<file path="config.mk">
export PLATFORM = sky130hd
export DESIGN_NAME = pkt_proc_sequencer
export DESIGN_NICKNAME = d
export VERILOG_FILES = /design/src/rtl/pkt_proc_sequencer.sv
export SDC_FILE = /design/constraint.sdc
export NUM_CORES = 1
export LEC_CHECK = 0
export ABC_CLOCK_PERIOD_IN_PS = 8900
export CELL_PAD_IN_SITES_DETAIL_PLACEMENT = 1
export CELL_PAD_IN_SITES_GLOBAL_PLACEMENT = 2
export CORE_MARGIN = 1
export CORE_UTILIZATION = 34
export DETAILED_ROUTE_END_ITERATION = 8
export GPL_TIMING_DRIVEN = 1
export PLACE_DENSITY = 0.94
export SLEW_MARGIN = 25
export SYNTH_ARGS = -nofsm -noshare
export SYNTH_HDL_FRONTEND = slang
export SYNTH_SLANG_ARGS = --single-unit
</file>
<file path="constraint.sdc">
create_clock -name clk -period 8.9 [get_ports clk]
set_input_delay 1.78 -clock clk [delete_from_list [all_inputs] [get_ports clk]]
set_output_delay 1.78 -clock clk [all_outputs]
set_load 0.05 [all_outputs]
</file>
<file path="src/rtl/pkt_proc_sequencer.sv">
// Packet sequencer: one packet at a time through FIFO and processor.
// Receive, restart the processor, then forward or flush the packet.
module pkt_proc_sequencer #(
  parameter int CTRL_WIDTH     = 8,
  parameter int WCNT_WIDTH     = 10,
  parameter int MAX_WORDS      = 1000,
  parameter int TIMEOUT_CYCLES = 4096,
  parameter int STAT_WIDTH     = 32
) (
  input  logic                  clk,
  input  logic                  reset,
  input  logic                  in_wr,
  input  logic [CTRL_WIDTH-1:0] in_ctrl,
  input  logic                  fifo_almfull,
  input  logic                  fifo_stall,
  input  logic                  fifo_empty,
  input  logic                  out_almfull,
  input  logic                  cpu_done,
  output logic                  in_rdy,
  output logic                  fifo_wea,
  output logic                  fifo_reb,
  output logic                  out_wr,
  output logic                  pc_en,
  output logic                  cpu_rst,
  output logic                  busy,
  output logic [STAT_WIDTH-1:0] pkt_count,
  output logic [STAT_WIDTH-1:0] drop_count,
  output logic [2:0]            state_dbg
);

  localparam int TW = $clog2(TIMEOUT_CYCLES + 1);
  localparam logic [WCNT_WIDTH-1:0] W_ONE = WCNT_WIDTH'(1);
  localparam logic [WCNT_WIDTH-1:0] W_MAX = WCNT_WIDTH'(MAX_WORDS);
  localparam logic [TW-1:0] T_LAST = TW'(TIMEOUT_CYCLES - 1);

  typedef enum logic [2:0] {
    S_IDLE  = 3'd0,
    S_RECV  = 3'd1,
    S_START = 3'd2,
    S_PROC  = 3'd3,
    S_SEND  = 3'd4,
    S_FLUSH = 3'd5
  } state_t;

  state_t state, state_n;

  logic [WCNT_WIDTH-1:0] word_cnt;
  logic [WCNT_WIDTH-1:0] pkt_len;
  logic [WCNT_WIDTH-1:0] rd_left;
  logic [TW-1:0]         tcnt;
  logic                  seen_data;
  logic                  accept;
  logic                  eop;
  logic                  full_hit;
  logic                  last_rd;
  logic                  draining;

  assign in_rdy = (state == S_IDLE || state == S_RECV)
                  && !fifo_almfull && !fifo_stall;
  assign accept   = in_wr && in_rdy;
  assign fifo_wea = accept;

  // Header beats carry nonzero ctrl before any data, so they are not EOP
  assign eop      = accept && (in_ctrl != '0) && seen_data;
  assign full_hit = accept && (word_cnt + W_ONE == W_MAX);

  assign draining = (state == S_SEND) || (state == S_FLUSH);
  assign fifo_reb = draining && !out_almfull
                    && !fifo_empty && (rd_left != '0);
  assign last_rd  = fifo_reb && (rd_left == W_ONE);

  assign busy      = (state != S_IDLE);
  assign state_dbg = state;

  always_comb begin
    state_n = state;
    pc_en   = 1'b0;
    cpu_rst = 1'b0;
    unique case (state)
      S_IDLE: begin
        if (accept) state_n = S_RECV;
      end
      S_RECV: begin
        if (eop)           state_n = S_START;
        else if (full_hit) state_n = S_FLUSH;
      end
      S_START: begin
        cpu_rst = 1'b1;
        state_n = S_PROC;
      end
      S_PROC: begin
        pc_en = 1'b1;
        if (cpu_done)            state_n = S_SEND;
        else if (tcnt == T_LAST) state_n = S_FLUSH;
      end
      S_SEND, S_FLUSH: begin
        if (last_rd) state_n = S_IDLE;
      end
      default: state_n = S_IDLE;
    endcase
  end

  always_ff @(posedge clk) begin
    if (reset) begin
      state      <= S_IDLE;
      word_cnt   <= '0;
      seen_data  <= 1'b0;
      tcnt       <= '0;
      pkt_len    <= '0;
      rd_left    <= '0;
      out_wr     <= 1'b0;
      pkt_count  <= '0;
      drop_count <= '0;
    end else begin
      state  <= state_n;
      out_wr <= fifo_reb && (state == S_SEND);

      if (state_n == S_IDLE) begin
        word_cnt  <= '0;
        seen_data <= 1'b0;
      end else if (accept) begin
        word_cnt <= word_cnt + W_ONE;
        if (in_ctrl == '0) seen_data <= 1'b1;
      end

      if (state_n == S_IDLE || state == S_START)
        tcnt <= '0;
      else if (state == S_PROC)
        tcnt <= tcnt + TW'(1);

      if (state == S_RECV && eop)
        pkt_len <= word_cnt + W_ONE;
      else if (state == S_RECV && full_hit)
        pkt_len <= W_MAX;

      // Oversize flush bypasses pkt_len, which is latched the same cycle
      if (state == S_PROC && state_n != S_PROC)
        rd_left <= pkt_len;
      else if (state == S_RECV && state_n == S_FLUSH)
        rd_left <= W_MAX;
      else if (fifo_reb)
        rd_left <= rd_left - W_ONE;

      if (last_rd && state == S_SEND)
        pkt_count <= pkt_count + STAT_WIDTH'(1);
      if (last_rd && state == S_FLUSH)
        drop_count <= drop_count + STAT_WIDTH'(1);
    end
  end

endmodule

</file>
==> Word-level counts from Yosys, hierarchy flattened <==
Cells that the tools add are included.
{ "totals": {"inputBits": 16, "word_cells": 74, "output_inout_bits": 74, "register_bits": 112} }
{ "classes": {"eq_ne": 10, "n_addsub": 5, "reduce_logical": 36, "mux": 14} }
{ "ops": {"columns": ["op", "n"], "rows": [
  ["$add A32 B1 Y32 const B", 2],
  ["$mux W10", 5],
  ["$mux W3", 6],
  ["$logic_and A1 B1 Y1", 17],
  ["$pmux W3 S5", 1],
  ["$add A13 B1 Y13 const B", 1],
  ["$eq A13 B12 Y1 const B", 1],
  ["$add A10 B1 Y10 const B", 1],
  ["$eq A10 B1 Y1 const B", 1],
  ["$eq A10 B10 Y1 const B", 1],
  ["$reduce_bool A10 Y1", 1],
  ["$sub A10 B1 Y10 const B", 1],
  ["$eq A3 B3 Y1 const B", 3],
  ["$logic_not A8 Y1", 1],
  ["$reduce_bool A8 Y1", 1],
  ["$eq A3 B2 Y1 const B", 2],
  ["$logic_not A3 Y1", 2],
  ["$reduce_bool A3 Y1", 2],
  ["$reduce_or A2 Y1", 3],
  ["$logic_not A1 Y1", 4],
  ["$eq A3 B1 Y1 const B", 1],
  ["$logic_or A1 B1 Y1", 3],
  ["$ne A3 B2 Y1 const B", 1],
  ["$mux W1", 2],
  ["2 further kinds", 2]
]} }

==> Longest topological paths before layout <==
{ "depth": {"depth_word": 13, "ltp_mapped": 8} }

==> Worst setup path after synthesis <==
Ideal clock, no wire load.
{ "synth_path": {"path_type": "input-to-output", "startpoint": "in out_almfull", "endpoint": "out fifo_reb", "t_arrival_ps": 3476, "path_slack_ps": 3644, "t_required_ps": 7120, "stages": 3, "path_cell_list": "or4b_1 -> buf_2 -> a31oi_1"} }
{ "synth_between": {"elab_chain_cells": 4} }
{ "synth_rtl": {"columns": ["element", "line", "rtl"], "rows": [
  ["from (decl)", "17", "input logic out_almfull,"],
  ["$logic_not A1 Y1", "68", "assign fifo_reb = draining && !out_almfull"],
  ["$logic_and A1 B1 Y1", "68", null],
  ["$logic_and A1 B1 Y1 (2 in a row)", "69", "&& !fifo_empty && (rd_left != '0);"],
  ["to (decl)", "21", "output logic fifo_reb,"]
]} }
No other way between the ends.

==> Worst setup path in the final report <==
Ends and elaborated chain as after synthesis.

==> flow_summary_export.csv <==
group,metric,value,unit
outcome,status,"completed",
drt,vias,5529,
drt,wirelength,16.35,mm
setup_path,r2r_cells,5,
drt,wl_per_cell,16.40,um
min_path,min_from,"seen_data",
logic_synthesis,ys.flop_type,"dfxtp_1",
floorplan,core.rowCount,47,
power,vdd_drop_max,0.00009889,V
logic_synthesis,yosys_warnings,0,
power,p_leak,0.002252,uW
power,seqPwrFrac,53.0,%
min_path,hold_path_end,"seen_data",
min_path,hold_depth,2,
logic_synthesis,ys_types,57,
layout,n_antenna_cell,0,
layout,areaGrowthSynthToFinish,23.82,%
place,gp_congestion,0.8095,
sta,finalCriticalPeriod,6.204,ns
global_routing,grt_max_degree,87,
global_routing,antenna_found_initial,0,
setup_path,cp-end-kind,"output port",
setup_path,crit_slowest_cell,"clkdlybuf4s50_1",
logic_synthesis,postSynthCellCount,703,
drt,detail-route-antenna-nets,0,
setup_path,timing.rr.end,"drop_count[9]",
layout,final_util,42.83,%
setup_path,worstSetupPathType,"input port to output port",
sta,finalSetupViolCount,0,
setup_path,rrSetupSlack,5.51,ns
power,powerDensity,133.8,nW/um2
sta,tightest_slew,0.9382,ns
floorplan,die_area,17330,um2
power,clkPwrFrac,43.9,%
setup_path,slowest_delay,0.94,ns
logic_synthesis,syn_avg_cell_area,8.130,um2
logic_synthesis,ys_seq_elements,112,
min_path,hp-class,"flip-flop to flip-flop",
logic_synthesis,syn-num-nets,726,
clock_tree,cts_buffers,9,
sta,fin_skew,0.01140,ns
setup_path,required,7.12,ns
setup_path,r2r_start,"state_dbg[2]",
global_routing,grt_use_total,19.35,%
sta,tns,0,ns
logic_synthesis,synthArstFlopShare,0,%
global_routing,grt_overflow,0,
clock_tree,cts_resized,0,
setup_path,path_max_fanout,8,
clock_tree,cts_tree,"built",
place,placed_cells,981,
place,io_buffer_count,89,
setup_path,crit_chain,"clkdlybuf4s50_1, or4b_1, a31oi_1, clkdlybuf4s50_1",
clock_tree,clock-sinks,112,
clock_tree,cts_root_buf,"clkbuf_16",
floorplan,fp.dieW,131.7,um
run,cap_violations,0,
floorplan,fp.dieH,131.7,um
layout,drive_gt1_share,5.663,%
setup_path,worstSetupStartpointType,"input port",
layout,layout_commonest_cell,"dfxtp_1",
floorplan,io_pins,90,
sta,finalHoldViolations,0,
clock_tree,post-cts-setup-buffers,0,
sta,rsz0062_at_grt,"no",
drt,vias_per_cell,5.546,
logic_synthesis,synth_area,5715,um2
setup_path,cp_common_cell,"clkdlybuf4s50_1",
clock_tree,ctsLongestPathBuffers,2,
power,p_int,737.5,uW
power,power.switching,209.2,uW
floorplan,initial_core_util,34.59,%
power,comb_power_share,3.0,%
global_routing,grt_pass1_vias,5620,
clock_tree,cts-hold-fix-buffers,0,
drt,drt_first_iter_violations,257,
sta,maxSlewHeadroom,36.97,%
floorplan,coreArea,16520,um2
power,switching_share,22.10,%
place,hpwl,12.16,mm
drt,drt-pass1-iter-count,4,
logic_synthesis,ys_seq_area_share,39.23,%
clock_tree,clk_latency,0.35,ns
drt,drc,0,
global_routing,grt_pass1_wl,27.52,mm
sta,fmax,161.2,MHz
sta,report.final.slew_viol_count,0,
layout,final_net_count,795,
layout,final_cell_mix,"dfxtp_1 (112), clkdlybuf4s50_1 (88), nor2_1 (82)",
logic_synthesis,synth_edf_count,0,
layout,final_cells,997,
sta,min_period_over_period,69.70,%
clock_tree,ctsHtreeMaxLevel,3,
clock_tree,cts.clk_slew.worst_paths,0.07,ns
setup_path,worst_ep_arrival_time,4.42,ns
-- through the flow --
step | total power [uW] | instance area (um2) | hold slack, ns | setup WS [ns]
floorplan | 529.7 | 5715 | 0.4369 | 3.644
global placement | 542.3 | 6778 | 0.4684 | 2.793
detailed placement | 542.8 | 6778 | 0.4812 | 2.670
CTS | 958.5 | 7077 | 0.4991 | 2.674
global route | 986.2 | 7077 | 0.5443 | 2.606
finish | 946.7 | 7077 | 0.4996 | 2.696
-- cell type report --
cell class	instances	area (um2)
inverter	22	82.58
multi-input combinational	532	3247
clock inverter	5	56.30
clock buffer	11	242.7
sequential	112	2242
fill	1954	9448
tap	220	275.3
timing repair buffer	95	930.9
-- state kept, by name (all words and copies together), names as in the netlist --
signal,cells
pkt_count,32
rd_left,10
pkt_len,10
word_cnt,10
state_dbg,3
drop_count,32
seen_data,1
out_wr,1
tcnt,13
-- metal layers --
| layer | track usage (%) | part of all wire, % |
|---|---|---|
| met1 | 24.13 | 45 |
| met2 | 33.83 | 50 |
| met3 | 2.508 | 3.1 |
| met4 | 7.171 | 1.8 |
| met5 | 0 | 0 |
-- how the worst max path moves through the flow --
stage                     endpoint   startpoint  cells past startpoint  slack, ns
final                     fifo_reb  out_almfull                      4       2.70
after global routing      fifo_reb  out_almfull                      4       2.61
after CTS                 fifo_reb  out_almfull                      4       2.67
after detailed placement  fifo_reb  out_almfull                      4       2.67
after global placement    fifo_reb  out_almfull                      4       2.79
after floorplan           fifo_reb  out_almfull                      3       3.64
-- Yosys cell counts, types with 20 or more instances --
library cell	count	area (um2)
o21ai_0	32	160.2
nand4_1	32	200.2
xnor2_1	27	236.5
or3_1	35	219.0
nand2_1	49	183.9
nor2_1	82	307.8
nand3_1	34	170.2
clkbuf_1	31	116.4
dfxtp_1	112	2242
a21oi_1	55	275.3
inv_1	20	75.07
xor2_1	27	236.5
-- worst max-delay path: cells and delay by family --
kind                   cells  cell delay (ns)
buffers and inverters      2             1.37
AND/OR/NAND/NOR            1             0.71
AO/OA/AOI/OAI              1             0.55
-- power groups by stage --
stage          Sequential, uW  Clock [uW]  Combinational, uW
6_report                  502         416               28.6
5_1_grt                   502         453               31.2
4_1_cts                   502         428               28.9
3_5_place_dp              514           0               28.8
3_3_place_gp              514           0               28.3
2_1_floorplan             514           0               16.0
-- cell families (layout without fill, tap and decap cells) --
logic type	count (synthesis)	in the layout	synth area share, %
AND/OR/NAND/NOR	332	332	31.13
flip-flops	112	112	39.23
XOR/XNOR	54	54	8.275
multiplexers	6	6	1.095
AO/OA/AOI/OAI	133	133	14.56
adder cells (fa/ha/maj)	7	7	1.532
buffers and inverters	59	133	4.181
Power figures use the tool's default switching activity.
